`config.mk`:
```
export PLATFORM = sky130hd
export DESIGN_NAME = membus_avalon_master
export DESIGN_NICKNAME = d
export VERILOG_FILES = /design/src/rtl/membus_avalon_master_pkg.sv /design/src/rtl/membus_avalon_master.sv
export SDC_FILE = /design/constraint.sdc
export NUM_CORES = 1
export LEC_CHECK = 0
export ABC_AREA = 1
export ABC_CLOCK_PERIOD_IN_PS = 2200
export CAP_MARGIN = 25
export CORE_UTILIZATION = 39
export CTS_CLUSTER_SIZE = 12
export DETAILED_ROUTE_END_ITERATION = 8
export GPL_ROUTABILITY_DRIVEN = 0
export PLACE_DENSITY = 0.74
export SYNTH_ARGS = -nofsm -noshare
export SYNTH_HDL_FRONTEND = slang
export SYNTH_SLANG_ARGS = --single-unit
```
`constraint.sdc`:
```
create_clock -name i_clk -period 2.2 [get_ports i_clk]
set_input_delay 0.66 -clock i_clk [delete_from_list [all_inputs] [get_ports i_clk]]
set_output_delay 0.66 -clock i_clk [all_outputs]
set_load 0.005 [all_outputs]
```
`src/rtl/membus_avalon_master_pkg.sv`:
```
// Shared types for the membus-to-Avalon master and the delayed memory model.
package membus_avalon_master_pkg;

  localparam int AW_DEF = 18;
  localparam int DW_DEF = 36;

  // Memory word as seen by dlymemory
  typedef logic [DW_DEF-1:0] word_t;

  typedef enum logic [2:0] {
    IDLE,
    RD,
    WAIT_WR,
    WR,
    DONE
  } state_e;

endpackage

```
`src/rtl/membus_avalon_master.sv`:
```
// Converts PDP-6 style memory-bus cycles (request, read, write restart) into
// single Avalon-MM read/write transactions, with read-pause-write support.
module membus_avalon_master
  import membus_avalon_master_pkg::*;
#(
  parameter int AW         = AW_DEF,
  parameter int DW         = DW_DEF,
  parameter int WR_TIMEOUT = 1023
) (
  input  logic          i_clk,
  input  logic          i_reset_n,
  input  logic          i_rq_cyc,
  input  logic          i_rd_rq,
  input  logic          i_wr_rq,
  input  logic [AW-1:0] i_ma,
  input  logic [DW-1:0] i_mb_write,
  input  logic          i_wr_rs,
  output logic          o_addr_ack,
  output logic          o_rd_rs,
  output logic [DW-1:0] o_mb_read,
  output logic          o_busy,
  output logic          o_timeout,
  output logic [AW-1:0] o_address,
  output logic          o_read,
  output logic          o_write,
  output logic [DW-1:0] o_writedata,
  input  logic [DW-1:0] i_readdata,
  input  logic          i_waitrequest
);

  // Counter wide enough to hold WR_TIMEOUT; a zero timeout leaves it free-running.
  localparam int            CW      = $clog2(WR_TIMEOUT + 2);
  localparam logic [CW-1:0] TO_LAST = CW'(WR_TIMEOUT);
  localparam logic          TO_EN   = (WR_TIMEOUT != 0);

  state_e        state_q, state_d;
  logic          rq_cyc_q;
  logic          rd_req_q, rd_req_d;
  logic          wr_req_q, wr_req_d;
  logic [CW-1:0] cnt_q, cnt_d;
  logic          addr_ack_q, addr_ack_d;
  logic          rd_rs_q, rd_rs_d;
  logic [DW-1:0] mb_read_q, mb_read_d;
  logic          busy_q, busy_d;
  logic          timeout_q, timeout_d;
  logic [AW-1:0] address_q, address_d;
  logic          read_q, read_d;
  logic          write_q, write_d;
  logic [DW-1:0] writedata_q, writedata_d;
  logic          rq_rise;

  assign rq_rise = i_rq_cyc & ~rq_cyc_q;

  // Next-state and registered-output computation; strobes default low.
  always_comb begin
    state_d     = state_q;
    rd_req_d    = rd_req_q;
    wr_req_d    = wr_req_q;
    cnt_d       = '0;
    addr_ack_d  = 1'b0;
    rd_rs_d     = 1'b0;
    mb_read_d   = mb_read_q;
    timeout_d   = 1'b0;
    address_d   = address_q;
    read_d      = read_q;
    write_d     = write_q;
    writedata_d = writedata_q;

    case (state_q)
      IDLE: begin
        if (rq_rise) begin
          address_d = i_ma;
          rd_req_d  = i_rd_rq;
          wr_req_d  = i_wr_rq;
          if (i_rd_rq) begin
            read_d  = 1'b1;
            state_d = RD;
          end else if (i_wr_rq) begin
            addr_ack_d = 1'b1;
            state_d    = WAIT_WR;
          end else begin
            state_d = DONE;
          end
        end
      end

      RD: begin
        // Completes even if the processor drops i_rq_cyc meanwhile.
        if (!i_waitrequest) begin
          mb_read_d  = i_readdata;
          read_d     = 1'b0;
          addr_ack_d = 1'b1;
          rd_rs_d    = 1'b1;
          state_d    = wr_req_q ? WAIT_WR : DONE;
        end
      end

      WAIT_WR: begin
        cnt_d = cnt_q + 1'b1;
        if (!i_rq_cyc) begin
          state_d = IDLE;
        end else if (i_wr_rs) begin
          writedata_d = i_mb_write;
          write_d     = 1'b1;
          state_d     = WR;
        end else if (TO_EN && (cnt_d == TO_LAST)) begin
          timeout_d = 1'b1;
          state_d   = DONE;
        end
      end

      WR: begin
        if (!i_waitrequest) begin
          write_d = 1'b0;
          state_d = DONE;
        end
      end

      DONE: begin
        if (!i_rq_cyc) begin
          state_d = IDLE;
        end
      end

      default: begin
        read_d  = 1'b0;
        write_d = 1'b0;
        state_d = IDLE;
      end
    endcase

    busy_d = (state_d != IDLE);
  end

  // State and output registers; reset drops any in-flight Avalon request.
  always_ff @(posedge i_clk or negedge i_reset_n) begin
    if (!i_reset_n) begin
      state_q     <= IDLE;
      rq_cyc_q    <= 1'b0;
      rd_req_q    <= 1'b0;
      wr_req_q    <= 1'b0;
      cnt_q       <= '0;
      addr_ack_q  <= 1'b0;
      rd_rs_q     <= 1'b0;
      mb_read_q   <= '0;
      busy_q      <= 1'b0;
      timeout_q   <= 1'b0;
      address_q   <= '0;
      read_q      <= 1'b0;
      write_q     <= 1'b0;
      writedata_q <= '0;
    end else begin
      state_q     <= state_d;
      rq_cyc_q    <= i_rq_cyc;
      rd_req_q    <= rd_req_d;
      wr_req_q    <= wr_req_d;
      cnt_q       <= cnt_d;
      addr_ack_q  <= addr_ack_d;
      rd_rs_q     <= rd_rs_d;
      mb_read_q   <= mb_read_d;
      busy_q      <= busy_d;
      timeout_q   <= timeout_d;
      address_q   <= address_d;
      read_q      <= read_d;
      write_q     <= write_d;
      writedata_q <= writedata_d;
    end
  end

  assign o_addr_ack  = addr_ack_q;
  assign o_rd_rs     = rd_rs_q;
  assign o_mb_read   = mb_read_q;
  assign o_busy      = busy_q;
  assign o_timeout   = timeout_q;
  assign o_address   = address_q;
  assign o_read      = read_q;
  assign o_write     = write_q;
  assign o_writedata = writedata_q;

endmodule

```
-- Yosys cells after proc, flatten, opt, wreduce, memory -nomap -nowiden
Cells that the tools add are included.
W data, S select, Z words.
- $add $sub $neg: 1
- eq/ne operators: 11
- mux-type cells: 29
- bitwise logic cells: 5
- reductions and logical operators: 9
- operators by type and width (cell ; number):
    $mux W3 ; 10
    $pmux W3 S5 ; 1
    $mux W1 ; 14
    $ne A2 B2 Y1 const B ; 6
    $add A11 B1 Y11 const B ; 1
    $eq A11 B10 Y1 const B ; 1
    $mux W11 ; 1
    $reduce_and A4 Y1 ; 2
    $eq A3 B2 Y1 const B ; 2
    $pmux W1 S3 ; 2
    $reduce_or A3 Y1 ; 2
    $not A1 Y1 ; 4
    $reduce_and A2 Y1 ; 2
    $eq A3 B1 Y1 const B ; 1
    $eq A3 B3 Y1 const B ; 1
    $logic_not A3 Y1 ; 1
    $reduce_and A3 Y1 ; 1
    $reduce_bool A3 Y1 ; 1
    $pmux W1 S2 ; 1
    $and A1 B1 Y1 ; 1
- flip-flop bits (word level): 112
- bits of input ports: 97
- output and inout bits: 96
- word-level logic and storage cells: 68

-- Longest topological paths before layout
Gate-level depths: netlist of the first run.
- depth in word-level cells: 7
- depth in mapped cells: 12
- depth with buffers taken out: 12

-- Worst setup path before layout of the first run
No wires, ideal clock.
- kind: input port to flip-flop
- start point: input i_rq_cyc
- end point: register writedata_q[10], in the netlist o_writedata[10]
- library setup time: 125 ps
- arrival time: 1433 ps
- data required time: 2075 ps
- setup slack: 642 ps
- stages on the path: 5
- buffers on the path: 1
- path through: inv_1 nor2_4 nand2_4 buf_6 mux2_4
- word-level cells in the longest chain between the ends: 1
- ends and longest elaborated chain (element ; line ; source):
    from (decl) ; membus_avalon_master.sv:12 ; input logic i_rq_cyc,
    $reduce_and A3 Y1 (no source line) ; -- ;
    to (signal assigned) ; membus_avalon_master.sv:166 ; writedata_q <= writedata_d;
    to (decl) ; membus_avalon_master.sv:49 ; logic [DW-1:0] writedata_q, writedata_d;
Every way passes these cells.
A chain may end at the register's enable or synchronous reset.

-- Final worst setup path of the first run
- start point: register writedata_q[15], in the netlist o_writedata[15]
- end point: output o_writedata[15]
- RTL lines (element ; line ; source):
    to (decl) ; membus_avalon_master.sv:26 ; output logic [DW-1:0] o_writedata,
No word-level cell between the ends.

==> flow_summary_export.csv, run 1 <==
group,metric,value,unit
status,status,"finished, final reports clean",
power,p_seq_frac,0.396,
global_route,grt_pass1_vias,3710,
synthesis,synth-simple-area-share,0.213,
timing,clock.fmax,526,MHz
timing,maxSlewHeadroom,0.735,
setup_path,crit_family,"buffers and inverters",
global_route,grt_pass1_wl,17500,µm
synthesis,yosys.area_share.adder,0.00548,
timing,hold_viol,0,
power,combPwrFrac,0.374,
floorplan,rows,39,
routing,met1_length,4510,µm
synthesis,ys_types,27,
routing,drc,0,
setup_path,cp-start-kind,"flop",
synthesis,ys_ff_latch,112,
clocking,cts_tree,"built",
timing,finalSetupViolations,0,
clocking,cts.htree.levels,3,
floorplan,die_x,110,µm
layout,drive_above_1_share,0.106,
layout,stdcell_count,787,
routing,drt_iter0_drc,137,
clocking,postCtsSetupRepairBufs,0,
power,power.switching,2.28,mW
placed_design,place_area,0.00670,mm²
timing,skew,0.00495,ns
synthesis,synth_top_cell_by_area,"dfrtp_1",
power,p_leak,3.43,nW
clocking,clock-sinks,112,
power,powerDensity,1220,mW/mm²
global_route,grt_use_total,0.191,
timing,period_needed,1.90,ns
power,power_frac_clock,0.230,
setup_path,rrSetupSlack,0.40,ns
clocking,root_buffer,"clkbuf_16",
routing,wire_per_inst,14.4,µm
routing,routed_wl,11300,µm
routing,route.vias.total,3686,
timing,slew_violations,0,
layout,final_cell_area,0.00707,mm²
setup_path,slowest_stage,"clkdlybuf4s50_1",
synthesis,synth-xor-area-share,0.00384,
layout,n_antenna_cell,0,
placed_design,post-place-cells,772,
placed_design,hpwlAfterDp,8330,µm
power,ir_drop,0.00108,V
synthesis,syn-num-nets,540,
synthesis,synth_area_leaders,"dfrtp_1, nand2_1, mux2_4, mux2_2, nor2_1",
routing,topRoutingLayerUsed,"met4",
setup_path,crit_required,1.54,ns
routing,routed-wl-met3,1190,µm
synthesis,synth_top_family_by_area,"simple AND/OR/NAND/NOR gates",
floorplan,coreArea,0.0114,mm²
clocking,cts_made_buffers,9,
timing,fin_setup_tns,0,ns
timing,worst_pin_slew,0.397,ns
routing,via_per_inst,4.68,
global_route,grt_overflow,0,
routing,drt_first_pass_iters,4,
power,swShare,0.266,
layout,syn_to_final_growth,54.9,%
setup_path,cpPeakStageDelay,0.54,ns
global_route,antenna_found_initial,0,
synthesis,synth_area,0.00456,mm²
min_path,hold_class,"in2async",
synthesis,syn_avg_cell_area,10.3,µm²
setup_path,cp-startpoint,"o_writedata[15]$_DFFE_PN0P_",
synthesis,yosys-mux-area-fraction,0.113,
routing,wl_met2,5500,µm
clocking,ctsResizeCount,0,
setup_path,cp_cell_sequence,"clkdlybuf4s50_1",
global_route,grt_max_degree,38,
timing,whs,0.202,ns
layout,fin_nets,739,
synthesis,yosysWarnings,0,
synthesis,synth_compound_area_frac,0.0145,
synthesis,postSynthCellCount,441,
power,power.total,8.59,mW
timing,rsz0062_at_grt,"no",
setup_path,cp_num_buf_inv,1,
setup_path,worstPathMaxFanout,2,
clocking,clk_pin_slew_worst_paths,0.07,ns
synthesis,synth_top_area_frac,0.614,
floorplan,die_h,110,µm
clocking,clk_latency,0.35,ns
floorplan,dieArea,0.0121,mm²
setup_path,crit_arrival,1.24,ns
timing,fin_crit_sh,0.864,
setup_path,critPathKind,"reg2out",
placed_design,io_buffers,192,
clocking,holdBufCountCts,0,
routing,ant_nets,0,
job,cap_violations,0,
floorplan,io_pins,193,
clocking,clk_path_buf_depth,2,
synthesis,yosysSeqAreaShare,0.614,
floorplan,start_util,0.400,
setup_path,cp-end-kind,"output pin",
power,p_int,6.31,mW
setup_path,reg2reg_from,"cnt_q[0]$_DFF_PN0_",
[state kept, by name, summed over array words and instances, names as in the netlist]
signal,cells
cnt_q,11
o_addr_ack,1
o_address,18
o_busy,1
o_mb_read,36
o_rd_rs,1
o_read,1
o_timeout,1
o_write,1
o_writedata,36
rq_cyc_q,1
state_q,3
wr_req_q,1
[Yosys cell counts]
| cell | n |
|---|---|
| nor2_1 | 20 |
| inv_1 | 17 |
| mux2_2 | 7 |
| nor3b_1 | 2 |
| buf_6 | 3 |
| buf_1 | 2 |
| or2_2 | 1 |
| a21oi_1 | 10 |
| nor2_4 | 1 |
| o22ai_1 | 1 |
| nand4_1 | 1 |
| nand2_4 | 1 |
| dfrtp_1 | 112 |
| nand3_1 | 9 |
| nand2_1 | 200 |
| nand3_2 | 1 |
| xor2_1 | 1 |
| nor4_1 | 1 |
| buf_2 | 6 |
| buf_4 | 3 |
| o21ai_0 | 2 |
| ha_1 | 2 |
| nor3_1 | 4 |
| xnor2_1 | 1 |
| mux2_4 | 29 |
| clkbuf_1 | 2 |
| nand3b_1 | 2 |
[routing by layer]
layer  global-route usage  vias to the layer above
li1                     -                     1778
met1                0.220                     1754
met2                0.315                      145
met3               0.0923                        9
met4               0.0545                        0
met5                    0                        -
[layout by cell type (no fill, tap or decap), types with 7 or more instances in the layout]
cell type        Yosys  routed
inv_1               17      17
mux2_2               7       7
mux2_4              29      29
clkbuf_16            0       9
buf_4                3       9
nor2_1              20      20
clkdlybuf4s50_1      0     191
dfrtp_1            112     112
nand3_1              9       9
nand2_1            200     200
a21oi_1             10      10
[layout make-up]
cell class                      count  area (µm²)
Timing Repair Buffer              204        2060
Sequential cell                   112        2800
Clock buffer                       10         239
Clock inverter                      5         129
Multi-Input combinational cell    296        1600
Fill cell                         932        4350
Inverter                           17        63.8
Tap cell                          143         179
[stage by stage]
step / utilization / setup slack, ns
2_1_floorplan: - / 0.642
3_3_place_gp: 0.587 / 0.0294
3_5_place_dp: 0.587 / -0.0597
4_1_cts: 0.619 / 0.277
5_1_grt: 0.619 / 0.164
6_report: 0.619 / 0.300
[power by group through the flow]
stage | clock network [mW] | registers [mW] | logic [mW]
floorplan | 0 | 3.43 | 1.08
global placement | 0 | 3.39 | 3.17
detailed placement | 0 | 3.42 | 3.25
CTS | 2.02 | 3.42 | 3.25
global route | 2.10 | 3.51 | 3.52
finish | 1.97 | 3.40 | 3.21
[final timing paths]
kind,endpoint,cells past startpoint
worst max-delay path,o_writedata[15],1
worst min-delay path,cnt_q[9]$_DFF_PN0_,1
worst max register to register,o_busy$_DFF_PN0_,10
worst min register to register,o_address[0]$_DFFE_PN0P_,2
max in group asynchronous,o_mb_read[20]$_DFFE_PN0P_,2
min in group i_clk,o_address[0]$_DFFE_PN0P_,2
[cell families after synthesis]
family,after synthesis
AND/OR/NAND/NOR,243
AO/OA/AOI/OAI,13
adder cells (fa/ha/maj),2
buffers and inverters,33
flip-flops,112
XOR/XNOR,2
multiplexers,36
(Power assumes the default switching activity.)
==> run 2, diff against run 1 <==
--- a/config.mk
+++ b/config.mk
@@ -7,12 +7,12 @@
 export LEC_CHECK = 0
 export ABC_AREA = 1
 export ABC_CLOCK_PERIOD_IN_PS = 2200
-export CAP_MARGIN = 25
-export CORE_UTILIZATION = 39
+export CAP_MARGIN = 5
+export CORE_UTILIZATION = 35
 export CTS_CLUSTER_SIZE = 12
 export DETAILED_ROUTE_END_ITERATION = 8
 export GPL_ROUTABILITY_DRIVEN = 0
-export PLACE_DENSITY = 0.74
+export PLACE_DENSITY = 0.68
 export SYNTH_ARGS = -nofsm -noshare
 export SYNTH_HDL_FRONTEND = slang
 export SYNTH_SLANG_ARGS = --single-unit
==> flow_summary_export.csv, run 2 (synthesized netlist as in run 1, its figures left out) <==
group,metric,value,unit
setup_path,crit_arrival,1.23,ns
setup_path,crit_required,1.54,ns
layout,fill_cells,1129,
floorplan,dieArea,0.0135,mm²
layout,n_antenna_cell,0,
layout,final_cell_area,0.00707,mm²
layout,layout_commonest_cell,"nand2_1",
layout,layout_common_cells,"nand2_1, clkdlybuf4s50_1, dfrtp_1",
placed_design,place_area,0.00676,mm²
global_route,grt_max_degree,38,
power,power_frac_clock,0.205,
setup_path,crit_family,"buffers and inverters",
setup_path,cpPeakStageDelay,0.53,ns
clocking,clk_latency,0.34,ns
floorplan,io_pins,193,
clocking,clk_path_buf_depth,2,
setup_path,cp_cell_sequence,"clkdlybuf4s50_1",
clocking,root_buffer,"clkbuf_16",
clocking,cts.htree.levels,3,
power,swShare,0.272,
power,p_leak,3.41,nW
placed_design,hpwlAfterDp,8720,µm
timing,period_needed,1.89,ns
setup_path,slowest_stage,"clkdlybuf4s50_1",
setup_path,worstPathMaxFanout,2,
global_route,grt_pass1_vias,3763,
global_route,antenna_found_initial,0,
setup_path,rrSetupSlack,0.39,ns
floorplan,die_h,116,µm
timing,whs,0.278,ns
global_route,grt_use_total,0.177,
power,powerDensity,1180,mW/mm²
layout,syn_to_final_growth,55.0,%
clocking,clk_pin_slew_worst_paths,0.07,ns
clocking,clock-sinks,112,
status,status,"finished, final reports clean",
layout,drive_above_1_share,0.108,
setup_path,cp-end-kind,"output pin",
floorplan,die_x,116,µm
timing,skew,0.00748,ns
clocking,postCtsSetupRepairBufs,0,
job,cap_violations,0,
routing,drt_iter0_drc,118,
timing,rsz0062_at_grt,"no",
global_route,grt_pass1_wl,18300,µm
power,power.switching,2.27,mW
floorplan,rows,41,
routing,drc,0,
routing,routed_wl,11500,µm
setup_path,cp_num_buf_inv,1,
timing,hold_viol,0,
floorplan,start_util,0.360,
timing,clock.fmax,529,MHz
routing,drt_first_pass_iters,4,
timing,worst_pin_slew,0.497,ns
min_path,hold_class,"in2async",
clocking,ctsResizeCount,0,
power,p_seq_frac,0.406,
routing,wire_per_inst,14.1,µm
routing,route.vias.total,3668,
routing,via_per_inst,4.47,
power,combPwrFrac,0.389,
routing,ant_nets,0,
clocking,cts_tree,"built",
power,ir_drop,0.000623,V
clocking,cts_made_buffers,9,
timing,maxSlewHeadroom,0.668,
placed_design,io_buffers,192,
clocking,holdBufCountCts,0,
power,p_int,6.06,mW
global_route,grt_overflow,0,
setup_path,critPathKind,"reg2out",
setup_path,cp-start-kind,"flop",
layout,fin_nets,742,
floorplan,coreArea,0.0127,mm²
timing,slew_violations,0,
timing,fin_crit_sh,0.859,
timing,finalSetupViolations,0,
[run 2: final timing paths]
check,start,cells after the start,to
max,o_mb_read[31]$_DFFE_PN0P_,1,o_mb_read[31]
min reg2reg,o_mb_read[17]$_DFFE_PN0P_,2,o_mb_read[17]$_DFFE_PN0P_
max reg2reg,cnt_q[0]$_DFF_PN0_,10,o_busy$_DFF_PN0_
min in group i_clk,o_mb_read[17]$_DFFE_PN0P_,2,o_mb_read[17]$_DFFE_PN0P_
min,i_reset_n,1,o_mb_read[26]$_DFFE_PN0P_
max in group asynchronous,i_reset_n,2,cnt_q[3]$_DFF_PN0_
[run 2: per-layer routing]
metal | up-vias | global-route usage | routed length, µm
met2 | 149 | 0.293 | 5470
met5 | - | 0 | 0
met1 | 1722 | 0.210 | 4800
met3 | 12 | 0.0721 | 1110
met4 | 0 | 0.0556 | 146
li1 | 1785 | - | -
[run 2: power groups by stage]
| stage | clock, mW | sequential, mW | combinational, mW |
|---|---|---|---|
| after CTS | 1.77 | 3.39 | 3.29 |
| final | 1.70 | 3.38 | 3.24 |
| after detailed placement | 0 | 3.40 | 3.28 |
| after global routing | 1.84 | 3.48 | 3.55 |
| after global placement | 0 | 3.38 | 3.22 |
| after floorplan | 0 | 3.43 | 1.08 |
[run 2: per-stage QoR]
step                utilization  power, mW  TNS, ns  setup slack [ns]  std cells
finish                    0.558       8.32        0             0.310        820
floorplan                     -       4.51        0             0.642        441
global placement          0.533       6.60        0            0.0489        804
detailed placement        0.533       6.68  -0.0105           -0.0105        804
global route              0.558       8.87        0             0.152        820
CTS                       0.558       8.44        0             0.292        820
[run 2: final cells by class]
class | count | area (µm²) | area share
sequential | 112 | 2800 | 0.396
clock inverter | 5 | 81.3 | 0.0115
multi-input combinational | 296 | 1600 | 0.226
tap | 172 | 215 | 0.0304
clock buffer | 11 | 233 | 0.0329
inverter | 17 | 63.8 | 0.00902
timing repair buffer | 207 | 2080 | 0.294
